**config.mk**
```make
export PLATFORM = sky130hd
export DESIGN_NAME = bank_req_router
export DESIGN_NICKNAME = d
export VERILOG_FILES = /design/src/rtl/mem_pkg.sv /design/src/rtl/bank_req_router_addr_split.sv /design/src/rtl/bank_req_router.sv
export SDC_FILE = /design/constraint.sdc
export NUM_CORES = 1
export LEC_CHECK = 0
export ABC_AREA = 1
export CORE_AREA = 4 4 163 165
export DETAILED_ROUTE_END_ITERATION = 10
export DIE_AREA = 0 0 167 169
export GPL_TIMING_DRIVEN = 0
export PLACE_DENSITY = 0.67
export SLEW_MARGIN = 20
export SYNTH_ARGS = -nofsm -noshare
export SYNTH_HDL_FRONTEND = slang
export SYNTH_SLANG_ARGS = --single-unit
```
**constraint.sdc**
```tcl
create_clock -name clk -period 5.9 [get_ports clk]
set_input_delay 1.77 -clock clk [delete_from_list [all_inputs] [get_ports clk]]
set_output_delay 1.77 -clock clk [all_outputs]
set_load 0.01 [all_outputs]
```
**src/rtl/mem_pkg.sv**
```systemverilog
// Shared memory-subsystem definitions: hash-select encodings and default
// geometry for the banked request router.
package mem_pkg;

    localparam int ADDR_WIDTH_DEF       = 32;
    localparam int NUM_MODULES_DEF      = 8;
    localparam int LOCAL_ADDR_WIDTH_DEF = 10;
    localparam int MOD_ID_BITS_DEF      = 3;
    localparam int DATA_WIDTH_DEF       = 32;
    localparam int BANK_LATENCY_DEF     = 2;

    typedef enum logic [2:0] {
        HASH_IDENTITY = 3'd0,
        HASH_REVERSE  = 3'd1,
        HASH_ROTL     = 3'd2
    } hash_sel_e;

endpackage

```
**src/rtl/bank_req_router_addr_split.sv**
```systemverilog
// Address splitter: extracts the bank field and in-bank offset from a global
// address and applies the selected bank hash to the bank field.
module bank_req_router_addr_split
    import mem_pkg::*;
#(
    parameter int ADDR_WIDTH       = ADDR_WIDTH_DEF,
    parameter int LOCAL_ADDR_WIDTH = LOCAL_ADDR_WIDTH_DEF,
    parameter int MOD_ID_BITS      = MOD_ID_BITS_DEF
) (
    input  logic [ADDR_WIDTH-1:0]       addr,
    input  logic [2:0]                  hash_sel,
    output logic [MOD_ID_BITS-1:0]      module_id,
    output logic [LOCAL_ADDR_WIDTH-1:0] local_addr
);

    logic [MOD_ID_BITS-1:0] bank_field;

    assign bank_field = addr[LOCAL_ADDR_WIDTH+MOD_ID_BITS-1:LOCAL_ADDR_WIDTH];
    assign local_addr = addr[LOCAL_ADDR_WIDTH-1:0];

    // Unknown hash selects fall back to identity.
    always_comb begin
        module_id = bank_field;
        case (hash_sel)
            HASH_REVERSE: begin
                for (int i = 0; i < MOD_ID_BITS; i++) begin
                    module_id[i] = bank_field[MOD_ID_BITS-1-i];
                end
            end
            HASH_ROTL: begin
                for (int i = 0; i < MOD_ID_BITS; i++) begin
                    module_id[(i+1) % MOD_ID_BITS] = bank_field[i];
                end
            end
            default: ;
        endcase
    end

    // Address bits above the bank field do not select anything.
    generate
        if (ADDR_WIDTH > LOCAL_ADDR_WIDTH + MOD_ID_BITS) begin : g_upper
            logic unused_upper;
            assign unused_upper = ^addr[ADDR_WIDTH-1:LOCAL_ADDR_WIDTH+MOD_ID_BITS];
        end
    endgenerate

endmodule

```
**src/rtl/bank_req_router.sv**
```systemverilog
// Banked request router: routes one request per cycle to a hashed bank,
// enforces per-bank occupancy and returns read data in acceptance order.
module bank_req_router
    import mem_pkg::*;
#(
    parameter int ADDR_WIDTH       = ADDR_WIDTH_DEF,
    parameter int NUM_MODULES      = NUM_MODULES_DEF,
    parameter int LOCAL_ADDR_WIDTH = LOCAL_ADDR_WIDTH_DEF,
    parameter int MOD_ID_BITS      = MOD_ID_BITS_DEF,
    parameter int DATA_WIDTH       = DATA_WIDTH_DEF,
    parameter int BANK_LATENCY     = BANK_LATENCY_DEF
) (
    input  logic                              clk,
    input  logic                              rst,
    input  logic [2:0]                        hash_sel,
    input  logic                              req_valid,
    output logic                              req_ready,
    input  logic [ADDR_WIDTH-1:0]             req_addr,
    input  logic                              req_we,
    input  logic [DATA_WIDTH-1:0]             req_wdata,
    output logic [NUM_MODULES-1:0]            bank_en,
    output logic                              bank_we,
    output logic [LOCAL_ADDR_WIDTH-1:0]       bank_addr,
    output logic [DATA_WIDTH-1:0]             bank_wdata,
    input  logic [NUM_MODULES*DATA_WIDTH-1:0] bank_rdata,
    output logic                              rsp_valid,
    output logic [DATA_WIDTH-1:0]             rsp_rdata,
    output logic [MOD_ID_BITS-1:0]            rsp_module_id,
    output logic [15:0]                       conflict_cnt
);

    localparam int BUSY_BITS = $clog2(BANK_LATENCY + 1);

    logic [MOD_ID_BITS-1:0]      tgt_id;
    logic [LOCAL_ADDR_WIDTH-1:0] tgt_local;
    logic                        accept;
    logic [BUSY_BITS-1:0]        busy       [NUM_MODULES];
    logic                        pipe_valid [BANK_LATENCY+1];
    logic [MOD_ID_BITS-1:0]      pipe_id    [BANK_LATENCY+1];
    logic [DATA_WIDTH-1:0]       rdata_arr  [NUM_MODULES];

    bank_req_router_addr_split #(
        .ADDR_WIDTH       (ADDR_WIDTH),
        .LOCAL_ADDR_WIDTH (LOCAL_ADDR_WIDTH),
        .MOD_ID_BITS      (MOD_ID_BITS)
    ) u_addr_split (
        .addr       (req_addr),
        .hash_sel   (hash_sel),
        .module_id  (tgt_id),
        .local_addr (tgt_local)
    );

    assign req_ready = (busy[tgt_id] == '0);
    assign accept    = req_valid && req_ready;

    always_comb begin
        for (int k = 0; k < NUM_MODULES; k++) begin
            rdata_arr[k] = bank_rdata[k*DATA_WIDTH +: DATA_WIDTH];
        end
    end

    // A bank stays busy for BANK_LATENCY cycles after each accepted access.
    always_ff @(posedge clk or posedge rst) begin
        if (rst) begin
            for (int k = 0; k < NUM_MODULES; k++) begin
                busy[k] <= '0;
            end
        end else begin
            for (int k = 0; k < NUM_MODULES; k++) begin
                if (accept && (tgt_id == MOD_ID_BITS'(k))) begin
                    busy[k] <= BUSY_BITS'(BANK_LATENCY);
                end else if (busy[k] != '0) begin
                    busy[k] <= busy[k] - BUSY_BITS'(1);
                end
            end
        end
    end

    always_ff @(posedge clk or posedge rst) begin
        if (rst) begin
            bank_en    <= '0;
            bank_we    <= 1'b0;
            bank_addr  <= '0;
            bank_wdata <= '0;
        end else begin
            bank_en <= '0;
            bank_we <= accept && req_we;
            if (accept) begin
                bank_en[tgt_id] <= 1'b1;
                bank_addr       <= tgt_local;
                bank_wdata      <= req_wdata;
            end
        end
    end

    // The last stage lines up with the edge that ends the bank's read latency.
    always_ff @(posedge clk or posedge rst) begin
        if (rst) begin
            for (int i = 0; i <= BANK_LATENCY; i++) begin
                pipe_valid[i] <= 1'b0;
                pipe_id[i]    <= '0;
            end
        end else begin
            pipe_valid[0] <= accept && !req_we;
            pipe_id[0]    <= tgt_id;
            for (int i = 1; i <= BANK_LATENCY; i++) begin
                pipe_valid[i] <= pipe_valid[i-1];
                pipe_id[i]    <= pipe_id[i-1];
            end
        end
    end

    always_ff @(posedge clk or posedge rst) begin
        if (rst) begin
            rsp_valid     <= 1'b0;
            rsp_rdata     <= '0;
            rsp_module_id <= '0;
        end else begin
            rsp_valid <= pipe_valid[BANK_LATENCY];
            if (pipe_valid[BANK_LATENCY]) begin
                rsp_rdata     <= rdata_arr[pipe_id[BANK_LATENCY]];
                rsp_module_id <= pipe_id[BANK_LATENCY];
            end
        end
    end

    always_ff @(posedge clk or posedge rst) begin
        if (rst) begin
            conflict_cnt <= '0;
        end else if (req_valid && !req_ready && (conflict_cnt != 16'hFFFF)) begin
            conflict_cnt <= conflict_cnt + 16'd1;
        end
    end

endmodule

```
==> impl_results.md <==
- Die height: 169 um
- Post-CTS Hold Fix Bufs: 0
- Post-Route Setup TNS: 0 ps
- Synth Area in Simple Gates: 27.8%
- Root Buffer: clkbuf_16
- R2R depth: 8
- Worst Tran Pin Value: 677 ps
- Psw: 1.70 mW
- Die area: 28200 um^2
- Setup crit start: hash_sel[0]
- Minimum clock period after layout: 5690 ps
- Placed cells: 1795
- Reg clk slew, reported paths: 60 ps
- Syn Nets: 1390
- WHS Path Cells: 0
- WP data arrival: 3920 ps
- Final setup fails: 0
- Total wire length: 38.2 mm
- Worst setup margin: 215 ps
- Post-route ant nets: 0
- Cell-internal power: 3.00 mW
- CP startpoint kind: primary input
- Synth-to-layout area growth: 66.1%
- Cts repair resizes: 0
- LEAKAGE: 5.68 nW
- Hold Path Class: register to register
- RSZ-0062 raised after global routing: no
- # clock sinks: 131
- Status: finished, final reports clean
- Placed Area: 12400 um^2
- DRC: 0
- Combinational share of power: 45.4%
- Yosys reg bits: 131
- Initial antenna violation count: 10
- Post-synthesis compound-gate area fraction: 17.7%
- Core area: 25000 um^2
- Starting density of the core: 31.4%
- I/O pins: 431
- Pwr dens: 361 nW/um^2
- Clock Power Share: 23.9%
- Fin crit share: 96.4%
- XOR/XNOR Fraction of Synth Area: 2.45%
- IO Port Bufs: 410
- Vias in the first global route: 9097
- Layout cell share with drive strength beyond 1: 7.02%
- Setup CP Type: primary input to primary output
- Max_slew headroom: 54.9%
- Crit path required time: 4130 ps
- First-pass GRT wire length: 56.1 mm
- Max Cap Viol: 0
- Total grt overflow: 0
- Cell Area, Synth: 7850 um^2
- Fin area: 13000 um^2
- WL per Instance: 20.8 um
- CTS tree: yes
- Crit path max fanout: 16
- Pin count of the biggest net entering global routing: 74
- Synthesized area per cell: 7.45 um^2
- Skew-Pair Late Insertion Delay: 420 ps
- Final Power: 4.70 mW
- Max Slew Vio Count: 0
- Mapped Cells: 1054
- DIE WIDTH: 167 um
- Worst r2r src: pipe_id[0]$_DFF_PP0_
- HPWL Detailed: 30.3 mm
- Max clock buf depth: 2
- Fmax: 176 MHz
- Setup repair bufs after CTS: 0
- Minimum hold slack: 345 ps
- Iteration-0 DRC count of the detailed router: 676
- Synthesized-area fraction occupied by adder cells: 1.43%
- CTS H-Tree Depth: 4
- Final Non-Filler Cells: 1836
- Standard-cell row count: 58
- HP Start: pipe_id[4]$_DFF_PP0_
- DRT Pass-1 Iters: 7
- Final core utilization: 52.1%
- CTS Buf Count: 17
- Hold Vio Cnt, Final: 0
- Cell variety after synth: 32
- Combinational family with the most area after synthesis: simple AND/OR/NAND/NOR gates
- Final nets: 1819
- Total track usage: 25.8%
- Multiplexer share of the synthesized area: 0%
- Via density: 5.04
- Sequential share of power: 30.7%
- Switching portion of total power: 36.2%
- Warnings from Yosys: 0
- Routed via count: 9247
- GPL Wtd Cong: 0.960
- Clk_skew: 10.5 ps
- Setup WS pre-CTS: -92.3 ps
- Peak supply drop: 239 uV
- Crit. End Element: primary output
- Sequential area share after synthesis: 41.8%
-- final timing paths --
check,to,slack (ps)
setup reg to reg,rsp_rdata[19]$_DFFE_PP0P_,3630
setup / recovery,req_ready,210
hold / removal,pipe_id[1]$_DFF_PP0_,340
min in group asynchronous,bank_en[1]$_DFF_PP0_,1810
hold reg to reg,pipe_id[1]$_DFF_PP0_,340
max in group asynchronous,bank_wdata[2]$_DFFE_PP0P_,3380
-- cells in the final DEF, fill, tap and decap left out, types with 2 or more instances in the layout --
master	count
a21oi_1	8
buf_1	9
buf_2	9
buf_6	2
buf_8	3
bufinv_16	3
clkbuf_1	52
clkbuf_16	17
clkdlybuf4s50_1	410
clkinv_2	2
clkinvlp_4	4
dfrtp_1	131
diode_2	10
ha_1	9
inv_1	66
inv_2	19
inv_6	3
inv_8	2
nand2_1	189
nand2_2	5
nand2_4	7
nand2_8	2
nand3_1	86
nand3_2	10
nand4_1	18
nor2_1	160
nor2_2	6
nor2_4	2
nor3_1	3
o211ai_1	32
o21a_1	2
o21ai_0	130
o21ai_2	2
o22ai_1	64
xnor2_1	13
xor2_1	9
-- cells in the mapped netlist, drive strengths merged --
cell | n | share of area, %
a21oi | 8 | 0.51
buf | 25 | 2.2
clkbuf | 52 | 2.5
dfrtp | 131 | 42
ha | 9 | 1.4
inv | 86 | 4.1
nand2 | 203 | 11
nand3 | 96 | 6.8
nand4 | 18 | 1.4
nor2 | 168 | 8.4
nor3 | 3 | 0.19
o211ai | 32 | 3.1
o21a | 2 | 0.19
o21ai | 133 | 8.7
o22ai | 65 | 5.3
or2 | 1 | 0.080
xnor2 | 13 | 1.5
xor2 | 9 | 1.0
-- power groups by stage --
stage                     registers [mW]  clock network (mW)  logic, mW
final                               1.44                1.13       2.13
after global routing                1.49                1.19       2.33
after CTS                           1.44                1.15       2.15
after detailed placement            1.45                   0       2.15
after global placement              1.44                   0       2.11
after floorplan                     1.57                   0      0.897
-- worst max-delay path: stages --
cell,delay (ps)
clkdlybuf4s50_1,540
nand3_2,160
nand2_4,110
nor2_2,50
nor2_2,240
o21ai_2,100
inv_2,80
nand2_4,110
nand2_8,170
clkdlybuf4s50_1,570
-- sequential cells by signal, indices dropped and copies added, names as in the netlist, 3 cells and up --
| signal | flops |
|---|---|
| bank_addr | 10 |
| busy | 16 |
| bank_en | 8 |
| pipe_valid | 3 |
| conflict_cnt | 16 |
| pipe_id | 9 |
| rsp_module_id | 3 |
| bank_wdata | 32 |
| rsp_rdata | 32 |
-- routing by layer --
metal	GRT usage [%]	vias up	part of all wire, %
met5	0	-	0.11
met4	9.00	6	3.3
met3	7.96	63	8.5
met2	44.7	393	50
met1	30.3	4386	38
li1	-	4399	-
-- cell families after synthesis --
logic type                 count (synthesis)
AOI/OAI and AO/OA                        240
xor gates and xnor gates                  22
adders and majority gates                  9
buffers and inverters                    163
DFF                                      131
and+or+nand+nor                          489
-- layout make-up --
class                   count  area [um^2]
well taps                 330          413
diodes                     10         25.0
clock inverters            14          176
flip-flops and latches    131         3280
clock buffers              18          439
repair buffers            411         4130
multi-input cells         760         3880
inverters                  86          330
plain buffers              76          362
fillers                  2461        12000
Note: power is estimated with default switching activity, not from simulation.
==> edit: new RTL, config.mk and constraints unchanged <==
The package constant `BANK_LATENCY_DEF` goes from 2 to 1.
--- a/src/rtl/mem_pkg.sv
+++ b/src/rtl/mem_pkg.sv
@@ -8,5 +8,5 @@
     localparam int MOD_ID_BITS_DEF      = 3;
     localparam int DATA_WIDTH_DEF       = 32;
-    localparam int BANK_LATENCY_DEF     = 2;
+    localparam int BANK_LATENCY_DEF     = 1;
 
     typedef enum logic [2:0] {
Formal check against the unedited RTL: not equivalent (a bounded check fails within 4 cycles, from zero or initial values and one cycle with rst high).
==> edit against the unedited design <==
Sequential cell count is 12 lower; clock power is 6% lower; total power is 29% lower; fmax is 4.8% higher; critical path type unchanged; synthesized area is 11% lower; design area is 6.2% lower; worst setup slack better by 0.26 ns; wire length is 10% lower.
==> edit: results (changes against the unedited design) <==
- WL/cell: 19.7 µm (was 20.8 µm)
- M2 GR Usage: 0.400 (was 0.447)
- Met3 Usage GRT: 0.0628 (was 0.0796)
- Worst R2R Setup Slack: 3.50 ns (was 3.63 ns)
- Clock group: 0.00106 W (was 0.00113 W)
- Clock Tree Root: clkbuf_16 (unchanged)
- Ys flop type: dfrtp_1 (unchanged)
- Largest regs: bank_wdata: 32 flops, rsp_rdata: 32 flops, conflict_cnt: 16 flops (was bank_wdata: 32 flops, rsp_rdata: 32 flops)
- Met2 wire length: 16800 µm (was 19000 µm)
- First-pass GRT wire length: 51300 µm (was 56100 µm)
- Peak supply drop: 0.180 mV (was 0.239 mV)
- EDFF count, synth: 0 (unchanged)
- M1 wire length: 13500 µm (was 14600 µm)
- Hold Path End: pipe_valid[0]$_DFF_PP0_ (was pipe_id[1]$_DFF_PP0_)
- Fillers: 2491 (was 2461)
- Outcome: finished, final reports clean (unchanged)
- IO Port Bufs: 411 (was 410)
- R2R cell count: 7 (was 8)
- Iteration-0 DRC Markers: 563 (was 676)
- Post-Synth Adder-Cell Area: 0.00178 (was 0.0143)
- CP startpoint: hash_sel[1] (was hash_sel[0])
- Critical path peak fanout: 10 (was 16)
- Cell leakage power: 5.30 nW (was 5.68 nW)
- Compound-Gate Fraction of Synth Area: 0.189 (was 0.177)
- RR Endpoint: rsp_rdata[20]$_DFFE_PP0P_ (was rsp_rdata[19]$_DFFE_PP0P_)
- Initial antenna violation count: 3 (was 10)
- Synth Area in XOR/XNOR: 0.0150 (was 0.0245)
- Met1 Resource Use GR: 0.280 (was 0.303)
- DR pass1 iterations: 6 (was 7)
- Critical Path AT: 3.65 ns (was 3.92 ns)
- Hold crit path type: reg2reg (unchanged)
- DR vias: 8580 (was 9247)
- Sequential group power: 0.00108 W (was 0.00144 W)
- Routability cong.: 0.940 (was 0.960)
- Final Skew: 0.00985 ns (was 0.0105 ns)
- Synth unique cells: 35 (was 32)
- Seq/Total Area, Yosys: 0.424 (was 0.418)
- Vias in the first global route: 8693 (was 9097)
- Largest net degree at the start of global routing: 76 (was 74)
- Hold Startpoint: pipe_valid[1]$_DFF_PP0_ (was pipe_id[4]$_DFF_PP0_)
- Most instantiated cells after synthesis: nand2_1, nor2_1, o21ai_0 (was nand2_1, nor2_1, dfrtp_1)
- DP Wirelength: 26900 µm (was 30300 µm)
- Area after DPL: 0.0116 mm² (was 0.0124 mm²)
- Top post-synthesis cells by area: dfrtp_1, nand2_1, o21ai_0 (unchanged)
- Final-stage net count: 1723 (was 1819)
[edit: cell types whose count changed after synthesis, moves of 4 or more]
| cell | change |
|---|---|
| inv_2 | -14 |
| nor2_2 | -5 |
| nand3_1 | -40 |
| dfrtp_1 | -12 |
| nand2_2 | +6 |
| xnor2_1 | -7 |
| inv_1 | -4 |
| nor2_1 | -11 |
| a21oi_1 | -8 |
| nand3_2 | -7 |
| ha_1 | -8 |
| buf_4 | +6 |
| nand2_1 | +21 |
[edit: worst max-delay path, cell delays in order]
cell             delay (ns)
clkdlybuf4s50_1        0.53
nand3_4                0.16
o21ai_4                0.27
inv_2                  0.09
nand2_1                0.09
nand3_2                0.11
nand2_4                0.11
buf_8                  0.14
buf_4                  0.17
inv_1                  0.05
dlymetal6s2s_1         0.17
[edit: layout make-up]
type / instances / area (µm²) / area share
clock buffers: 18 / 439 / 0.0359
inverters: 68 / 263 / 0.0215
flip-flops and latches: 119 / 2980 / 0.244
repair buffers: 415 / 4170 / 0.341
clock inverters: 14 / 165 / 0.0135
multi-input cells: 702 / 3460 / 0.283
diodes: 3 / 7.51 / 0.000614
well taps: 330 / 413 / 0.0338
plain buffers: 72 / 333 / 0.0272
[edit: through the flow]
step | std cells | total power (W) | setup WS [ns] | utilization | hold WS, ns
floorplan | 961 | 0.00157 | 0.973 | - | 0.331
global placement | 1702 | 0.00229 | -1.08 | 0.461 | 0.336
detailed placement | 1703 | 0.00230 | 0.107 | 0.463 | 0.336
CTS | 1735 | 0.00338 | 0.0975 | 0.487 | 0.349
global route | 1740 | 0.00354 | 0.319 | 0.488 | 0.372
finish | 1741 | 0.00335 | 0.476 | 0.488 | 0.346
[edit: timing repair]
action,4_1_cts,5_1_grt
endpoints found under the setup margin,0,1
setup buffers,0,3
gates resized for setup,0,2
